[src/rtl/tlb_refill_ctrl.sv]
// TLB refill controller: converts a TLB miss into a single PTW request and
// returns exactly one refill (vpn, ppn, fault) per accepted miss. Handles
// sfence kills, PTW backpressure, walk timeout and discarding of orphaned
// (late or killed) walk responses. Only one miss is ever in flight.
module tlb_refill_ctrl #(
  parameter int VPN_W   = 20,
  parameter int PPN_W   = 20,
  parameter int TIMEOUT = 255
) (
  input  logic             clk,
  input  logic             rst_n,
  input  logic             io_req_valid,
  output logic             io_req_ready,
  input  logic [VPN_W-1:0] io_req_bits_vpn,
  input  logic             io_tlb_hit,
  input  logic             io_sfence_valid,
  output logic             io_ptw_req_valid,
  input  logic             io_ptw_req_ready,
  output logic [VPN_W-1:0] io_ptw_req_bits_vpn,
  input  logic             io_ptw_resp_valid,
  input  logic [PPN_W-1:0] io_ptw_resp_bits_pte_ppn,
  input  logic             io_ptw_resp_bits_error,
  output logic             io_refill_valid,
  output logic [VPN_W-1:0] io_refill_vpn,
  output logic [PPN_W-1:0] io_refill_ppn,
  output logic             io_refill_fault,
  output logic             io_miss_busy
);

  localparam int CNT_W = $clog2(TIMEOUT + 1);
  localparam logic [CNT_W-1:0] CNT_MAX  = CNT_W'(TIMEOUT);
  localparam logic [CNT_W-1:0] CNT_LAST = CNT_W'(TIMEOUT - 1);

  typedef enum logic [2:0] {
    IDLE    = 3'd0,
    REQUEST = 3'd1,
    WAIT    = 3'd2,
    REFILL  = 3'd3,
    DRAIN   = 3'd4
  } state_t;

  state_t           state_q, state_d;
  logic [VPN_W-1:0] vpn_q, vpn_d;
  logic [PPN_W-1:0] ppn_q, ppn_d;
  logic             fault_q, fault_d;
  logic [CNT_W-1:0] cnt_q, cnt_d;
  logic             timed_out_q, timed_out_d;

  // State and miss-context registers; reset clears everything asynchronously.
  always_ff @(posedge clk or negedge rst_n) begin
    if (!rst_n) begin
      state_q     <= IDLE;
      vpn_q       <= '0;
      ppn_q       <= '0;
      fault_q     <= 1'b0;
      cnt_q       <= '0;
      timed_out_q <= 1'b0;
    end else begin
      state_q     <= state_d;
      vpn_q       <= vpn_d;
      ppn_q       <= ppn_d;
      fault_q     <= fault_d;
      cnt_q       <= cnt_d;
      timed_out_q <= timed_out_d;
    end
  end

  // Next-state, context updates and Moore outputs.
  always_comb begin
    state_d     = state_q;
    vpn_d       = vpn_q;
    ppn_d       = ppn_q;
    fault_d     = fault_q;
    cnt_d       = cnt_q;
    timed_out_d = timed_out_q;

    io_req_ready        = 1'b0;
    io_ptw_req_valid    = 1'b0;
    io_refill_valid     = 1'b0;
    io_miss_busy        = 1'b1;
    io_ptw_req_bits_vpn = vpn_q;
    io_refill_vpn       = vpn_q;
    io_refill_ppn       = ppn_q;
    io_refill_fault     = fault_q;

    case (state_q)
      IDLE: begin
        io_req_ready = 1'b1;
        io_miss_busy = 1'b0;
        timed_out_d  = 1'b0;
        // Hits and requests racing a flush never start a walk.
        if (io_req_valid && !io_tlb_hit && !io_sfence_valid) begin
          vpn_d   = io_req_bits_vpn;
          state_d = REQUEST;
        end
      end
      REQUEST: begin
        io_ptw_req_valid = 1'b1;
        if (io_ptw_req_ready) begin
          cnt_d       = '0;
          timed_out_d = 1'b0;
          // A walk already handed to the PTW must have its response drained.
          state_d     = io_sfence_valid ? DRAIN : WAIT;
        end else if (io_sfence_valid) begin
          state_d = IDLE;
        end
      end
      WAIT: begin
        cnt_d = (cnt_q == CNT_MAX) ? cnt_q : cnt_q + CNT_W'(1);
        if (io_ptw_resp_valid) begin
          // A response in the timeout cycle still counts as a normal response.
          if (io_sfence_valid) begin
            state_d = IDLE;
          end else begin
            ppn_d   = io_ptw_resp_bits_pte_ppn;
            fault_d = io_ptw_resp_bits_error;
            state_d = REFILL;
          end
        end else if (io_sfence_valid) begin
          state_d = DRAIN;
        end else if (cnt_q == CNT_LAST) begin
          ppn_d       = '0;
          fault_d     = 1'b1;
          timed_out_d = 1'b1;
          state_d     = REFILL;
        end
      end
      REFILL: begin
        io_refill_valid = 1'b1;
        // After a timeout the walk is still outstanding; its response is dropped.
        state_d = timed_out_q ? DRAIN : IDLE;
      end
      DRAIN: begin
        if (io_ptw_resp_valid) begin
          state_d = IDLE;
        end
      end
      default: begin
        state_d = IDLE;
      end
    endcase
  end

endmodule

[config.mk]
export PLATFORM = sky130hd
export DESIGN_NAME = tlb_refill_ctrl
export DESIGN_NICKNAME = d
export VERILOG_FILES = /design/src/rtl/tlb_refill_ctrl.sv
export SDC_FILE = /design/constraint.sdc
export NUM_CORES = 1
export LEC_CHECK = 0
export ABC_AREA = 1
export BUFFER_PORTS_ARGS = -buffer_cell sky130_fd_sc_hd__buf_2
export CORE_UTILIZATION = 48
export DETAILED_ROUTE_END_ITERATION = 6
export HOLD_SLACK_MARGIN = 0.12
export PLACE_DENSITY = 0.8
export REMOVE_ABC_BUFFERS = 1
export SYNTH_ARGS = -nofsm -noshare
export SYNTH_HDL_FRONTEND = slang
export SYNTH_SLANG_ARGS = --single-unit
[constraint.sdc]
create_clock -name clk -period 1.9 [get_ports clk]
set_clock_uncertainty 0.1 [all_clocks]
set_input_delay 0.095 -clock clk [delete_from_list [all_inputs] [get_ports clk]]
set_output_delay 0.095 -clock clk [all_outputs]
set_load 0.02 [all_outputs]
* Word-level counts from Yosys, hierarchy flattened
Index checks and enable logic that the tools add are counted.
Widths: inputs -> output; s select.
** Storage, ports and cells
- Register bits after elaboration :: 53
- Input port bits :: 48
** Operators by class
- Reductions and logical operators :: 13
- $add $sub $neg :: 1
- Bitwise gates (word level) :: 1
- Eq/ne operators :: 15
- Multiplexer cells :: 29
** Operator list (number)
- $mux 20 :: 4
- $mux 3 :: 9
- $eq 8x8->1 const B :: 2
- $mux 8 :: 2
- $pmux 8 s2 :: 1
- $pmux 3 s5 :: 1
- $ne 2x2->1 const B :: 7
- $mux 1 :: 10
- $add 8x1->8 const B :: 1
- $eq 3x2->1 const B :: 2
- $reduce_and 3->1 :: 2
- $reduce_and 5->1 :: 1
- $ne 4x4->1 const B :: 1
- $reduce_and 4->1 :: 1
- $reduce_bool 2->1 :: 2
- $eq 3x1->1 const B :: 1
- $eq 3x3->1 const B :: 1
- $logic_not 3->1 :: 1
- $ne 3x3->1 const B :: 1
- $pmux 1 s3 :: 1
- $reduce_bool 3->1 :: 1
- $logic_and 1x1->1 :: 2
- $logic_not 1->1 :: 2
- $mux 2 :: 1
- other kinds (2) :: 2

* Logic depth before layout (Yosys ltp)
- Word-level depth :: 5
- Mapped depth :: 9

* Least setup slack after synthesis
Ideal clock, no wire load.
- Kind :: flip-flop to flip-flop
- Start :: register state_q[1]
- End :: register vpn_q[0] (netlist: io_ptw_req_bits_vpn[0])
- Path slack :: 513 ps
- Clock period less this slack :: 1387 ps
- Buffers on the path :: 1
- Arrival :: 1169 ps
- Stages on the path, launching flop included :: 8
- Path through :: dfrtp_1 -> inv_2 -> nand2_1 -> nor2_4 -> nand3_4 -> buf_6 -> nand2_1 -> o21ai_2
** Between the ends
- Longest elaborated chain between the ends :: 2
** Ends and longest elaborated chain
- start, declared :: RTL line 42 : state_t state_q, state_d;
- start signal, assigned :: RTL line 59 : state_q <= state_d;
- $logic_not 3->1 :: RTL line 86 : case (state_q)
- $reduce_and 2->1 (no line)
- end signal, assigned :: RTL line 60 : vpn_q <= vpn_d;
- end, declared :: RTL line 43 : logic [VPN_W-1:0] vpn_q, vpn_d;
No other way between the ends.
A chain may end at the register's enable or synchronous reset.

* Final worst setup path
- Start :: register state_q[0]
- End :: register ppn_q[5] (netlist: io_refill_ppn[5])
** Between the ends
- Longest elaborated chain between the ends :: 2
** Ends and longest elaborated chain
- $eq 3x2->1 :: RTL line 86
- $reduce_and 3->1 (no line)
- end signal, assigned :: RTL line 61 : ppn_q <= ppn_d;
- end, declared :: RTL line 44 : logic [PPN_W-1:0] ppn_q, ppn_d;
No other way between the ends.

==> impl_metrics.json <==
{
  "outcome": "finished clean",
  "cp_max_fo": 7,
  "cts_buffer_depth": 2,
  "seq_area_frac_synth": 0.495,
  "reg2reg_slack_ps": 80,
  "vias": 2553,
  "numCtsBuffers": 5,
  "clock.fmax_mhz": 550,
  "utilization": 0.708,
  "clk_latency_ps": 310,
  "wirelength_mm": 7.03,
  "cp_data_arrival_time_ps": 1980,
  "crit_start": "state_q[0]$_DFFE_PN0P_",
  "period_needed_ps": 1820,
  "maxCapViolations": 0,
  "ys.flop_type": "dfrtp_1",
  "grt_pass1_vias": 2550,
  "grt_first_pass_wirelength_mm": 11.9,
  "synth.avg_cell_area_um2": 8.62,
  "ys_async_sr_fraction": 1.00,
  "yosysTopAreaCellShare": 0.495,
  "drt_pass1_iterations": 4,
  "hold_viol": 0,
  "row_count": 26,
  "p_per_area_nw_per_um2": 1410,
  "critPathRequiredTime_ps": 2060,
  "dpl.cell_count": 466,
  "slew_viol_final": 0,
  "fin_crit_sh": 0.958,
  "dp_hpwl_mm": 4.40,
  "syn_area_um2": 2680,
  "dieArea_um2": 5890,
  "grt_max_degree": 41,
  "ioPinCount": 113,
  "ant_nets": 0,
  "viasPerCell": 4.86,
  "r2r_start": "state_q[0]$_DFFE_PN0P_",
  "peakVddDrop_mv": 1.10,
  "nets": 504,
  "synth_common_cells": "nand2_1, dfrtp_1, inv_1",
  "die_h_um": 76.7,
  "critical_path.max_stage_delay_ps": 580,
  "tightest_slew_ps": 485,
  "area_growth_pct": 38.4,
  "slew_headroom": 0.677,
  "yosysMostFrequentCell": "nand2_1",
  "endpoint": "io_refill_ppn[5]$_DFFE_PN0P_",
  "grt_overflow": 0,
  "filler_cell_count": 418,
  "cts_tree": "built",
  "antenna_cells": 0,
  "drive_above_1_share": 0.349,
  "cts.sinks": 53,
  "htree_levels": 2,
  "synth-seq-cells": 53,
  "timing.rr.end": "io_refill_ppn[5]$_DFFE_PN0P_",
  "crit_slowest_cell": "dlygate4sd3_1",
  "path_cells": "inv_2 -> nand3_4 -> nor2_4 -> nand3_1 -> dlygate4sd3_1 -> nand2_1",
  "synth_edf_count": 0,
  "grt_usage": 0.259,
  "yosysTopAreaCell": "dfrtp_1",
  "hp-class": "input port to flip-flop",
  "hold_depth": 6,
  "cts.clk_slew.worst_paths_ps": 100,
  "synth_cell_types": 26,
  "wl_per_cell_um": 13.4,
  "root_buffer": "clkbuf_8",
  "cpLargestDelayFamily": "buffers and inverters",
  "start_util": 0.512,
  "io_buffers": 112,
  "synthTopCellsByArea": "dfrtp_1, nand2_1, buf_4, nand3_1, inv_1",
  "yosys_warnings": 0,
  "die_w_um": 76.7,
  "p_leak_nw": 2.06,
  "critical_path_depth": 6,
  "cp_num_buf_inv": 2,
  "end_kind": "flip-flop",
  "worstSetupPathType": "flip-flop to flip-flop",
  "route.detailed.drc": 0,
  "gp_congestion": 0.889,
  "worst_setup_path_start_kind": "flip-flop",
  "stdcell_count": 525,
  "netlist_instances": 311,
  "antenna_found_initial": 0,
  "setup_viol": 0,
  "core_um2": 5240,
  "rr_worst_depth": 6,
  "drt_iter0_markers": 146
}
==> worst min-delay path by stage <==
stage,endpoint,slack [ps],from
3_5_place_dp,io_ptw_req_bits_vpn[19]$_DFFE_PN0P_,-20,rst_n
3_3_place_gp,io_ptw_req_bits_vpn[19]$_DFFE_PN0P_,-30,rst_n
2_1_floorplan,cnt_q[0]$_DFFE_PN0P_,-300,rst_n
6_report,timed_out_q$_DFFE_PN0P_,130,io_ptw_req_ready
4_1_cts,timed_out_q$_DFFE_PN0P_,130,io_ptw_req_ready
5_1_grt,io_refill_ppn[1]$_DFFE_PN0P_,160,io_ptw_resp_valid
==> stage by stage <==
stage	setup TNS (ps)	hold WS [ps]	worst slack (ps)	instance area [um2]	power, mW
6_report	0	128	80.6	3710	5.23
5_1_grt	-0.578	157	-0.578	3710	5.55
4_1_cts	0	127	19.9	3680	5.18
3_5_place_dp	0	-15.1	224	3110	4.43
3_3_place_gp	0	-27.2	306	3110	4.36
2_1_floorplan	0	-301	326	2440	3.48
==> placed cells by master (no fill, tap or decap) <==
master,count
o21ai_1,13
clkinv_2,1
o21ai_2,12
inv_1,33
dfrtp_1,52
buf_4,7
inv_4,1
clkbuf_8,6
o21ai_0,4
nor2_4,3
ha_1,2
dfrtp_2,1
nor2_2,2
inv_2,4
nand2_1,89
o21bai_1,1
buf_2,112
nor3_1,1
inv_6,1
xnor2_1,1
nand3_1,32
nor2_1,14
a21oi_1,4
nand2_4,3
clkinv_4,1
nand2_2,2
nand3_4,2
nand3_2,1
nand4_1,3
dlygate4sd3_1,47
==> power by group <==
group	leakage, nW	total, mW	internal (mW)	switching, mW
clock network	0.0512	0.679	0.296	0.382
registers	0.680	1.95	1.59	0.351
logic	1.33	2.60	0.889	1.71
total	2.06	5.23	2.78	2.45
==> layout make-up <==
type | instances | area [um2] | share of cell area
multi-input combinational | 189 | 960 | 0.259
timing repair buffer | 166 | 1080 | 0.292
clock inverter | 2 | 13.8 | 0.00371
tap | 70 | 87.6 | 0.0236
sequential | 53 | 1330 | 0.358
inverter | 39 | 154 | 0.0415
clock buffer | 6 | 82.6 | 0.0223
==> registers in the layout, summed over array words and instances (netlist names) <==
name,cells
state_q,3
io_refill_ppn,20
io_ptw_req_bits_vpn,20
timed_out_q,1
io_refill_fault,1
cnt_q,8
==> kinds of logic after synthesis <==
group | share of synthesized area
fa+ha+maj | 0.00934
flops | 0.495
compound gates | 0.0812
simple gates | 0.264
buf+inv | 0.147
xor+xnor | 0.00327
==> what timing repair did <==
| action | CTS | global route |
|---|---|---|
| endpoints found under the hold margin | 97 | 0 |
| setup endpoints to repair | 0 | 4 |
| hold buffers | 47 | 0 |
| setup buffers | 0 | 4 |
| resized for setup | 0 | 1 |
==> routing by layer <==
layer / track usage / vias up / part of all wire
met5: 0 / - / 0
met4: 0.0981 / 0 / 0.024
met3: 0.0607 / 19 / 0.068
met2: 0.445 / 106 / 0.49
met1: 0.313 / 1193 / 0.42
li1: - / 1235 / -
==> worst register-to-register path, delay by kind of cell (launching register included) <==
family | cells | cell delay (ps)
flops | 1 | 430
simple gates | 4 | 540
buf+inv | 2 | 700
Note: power is estimated with default switching activity, not from simulation.
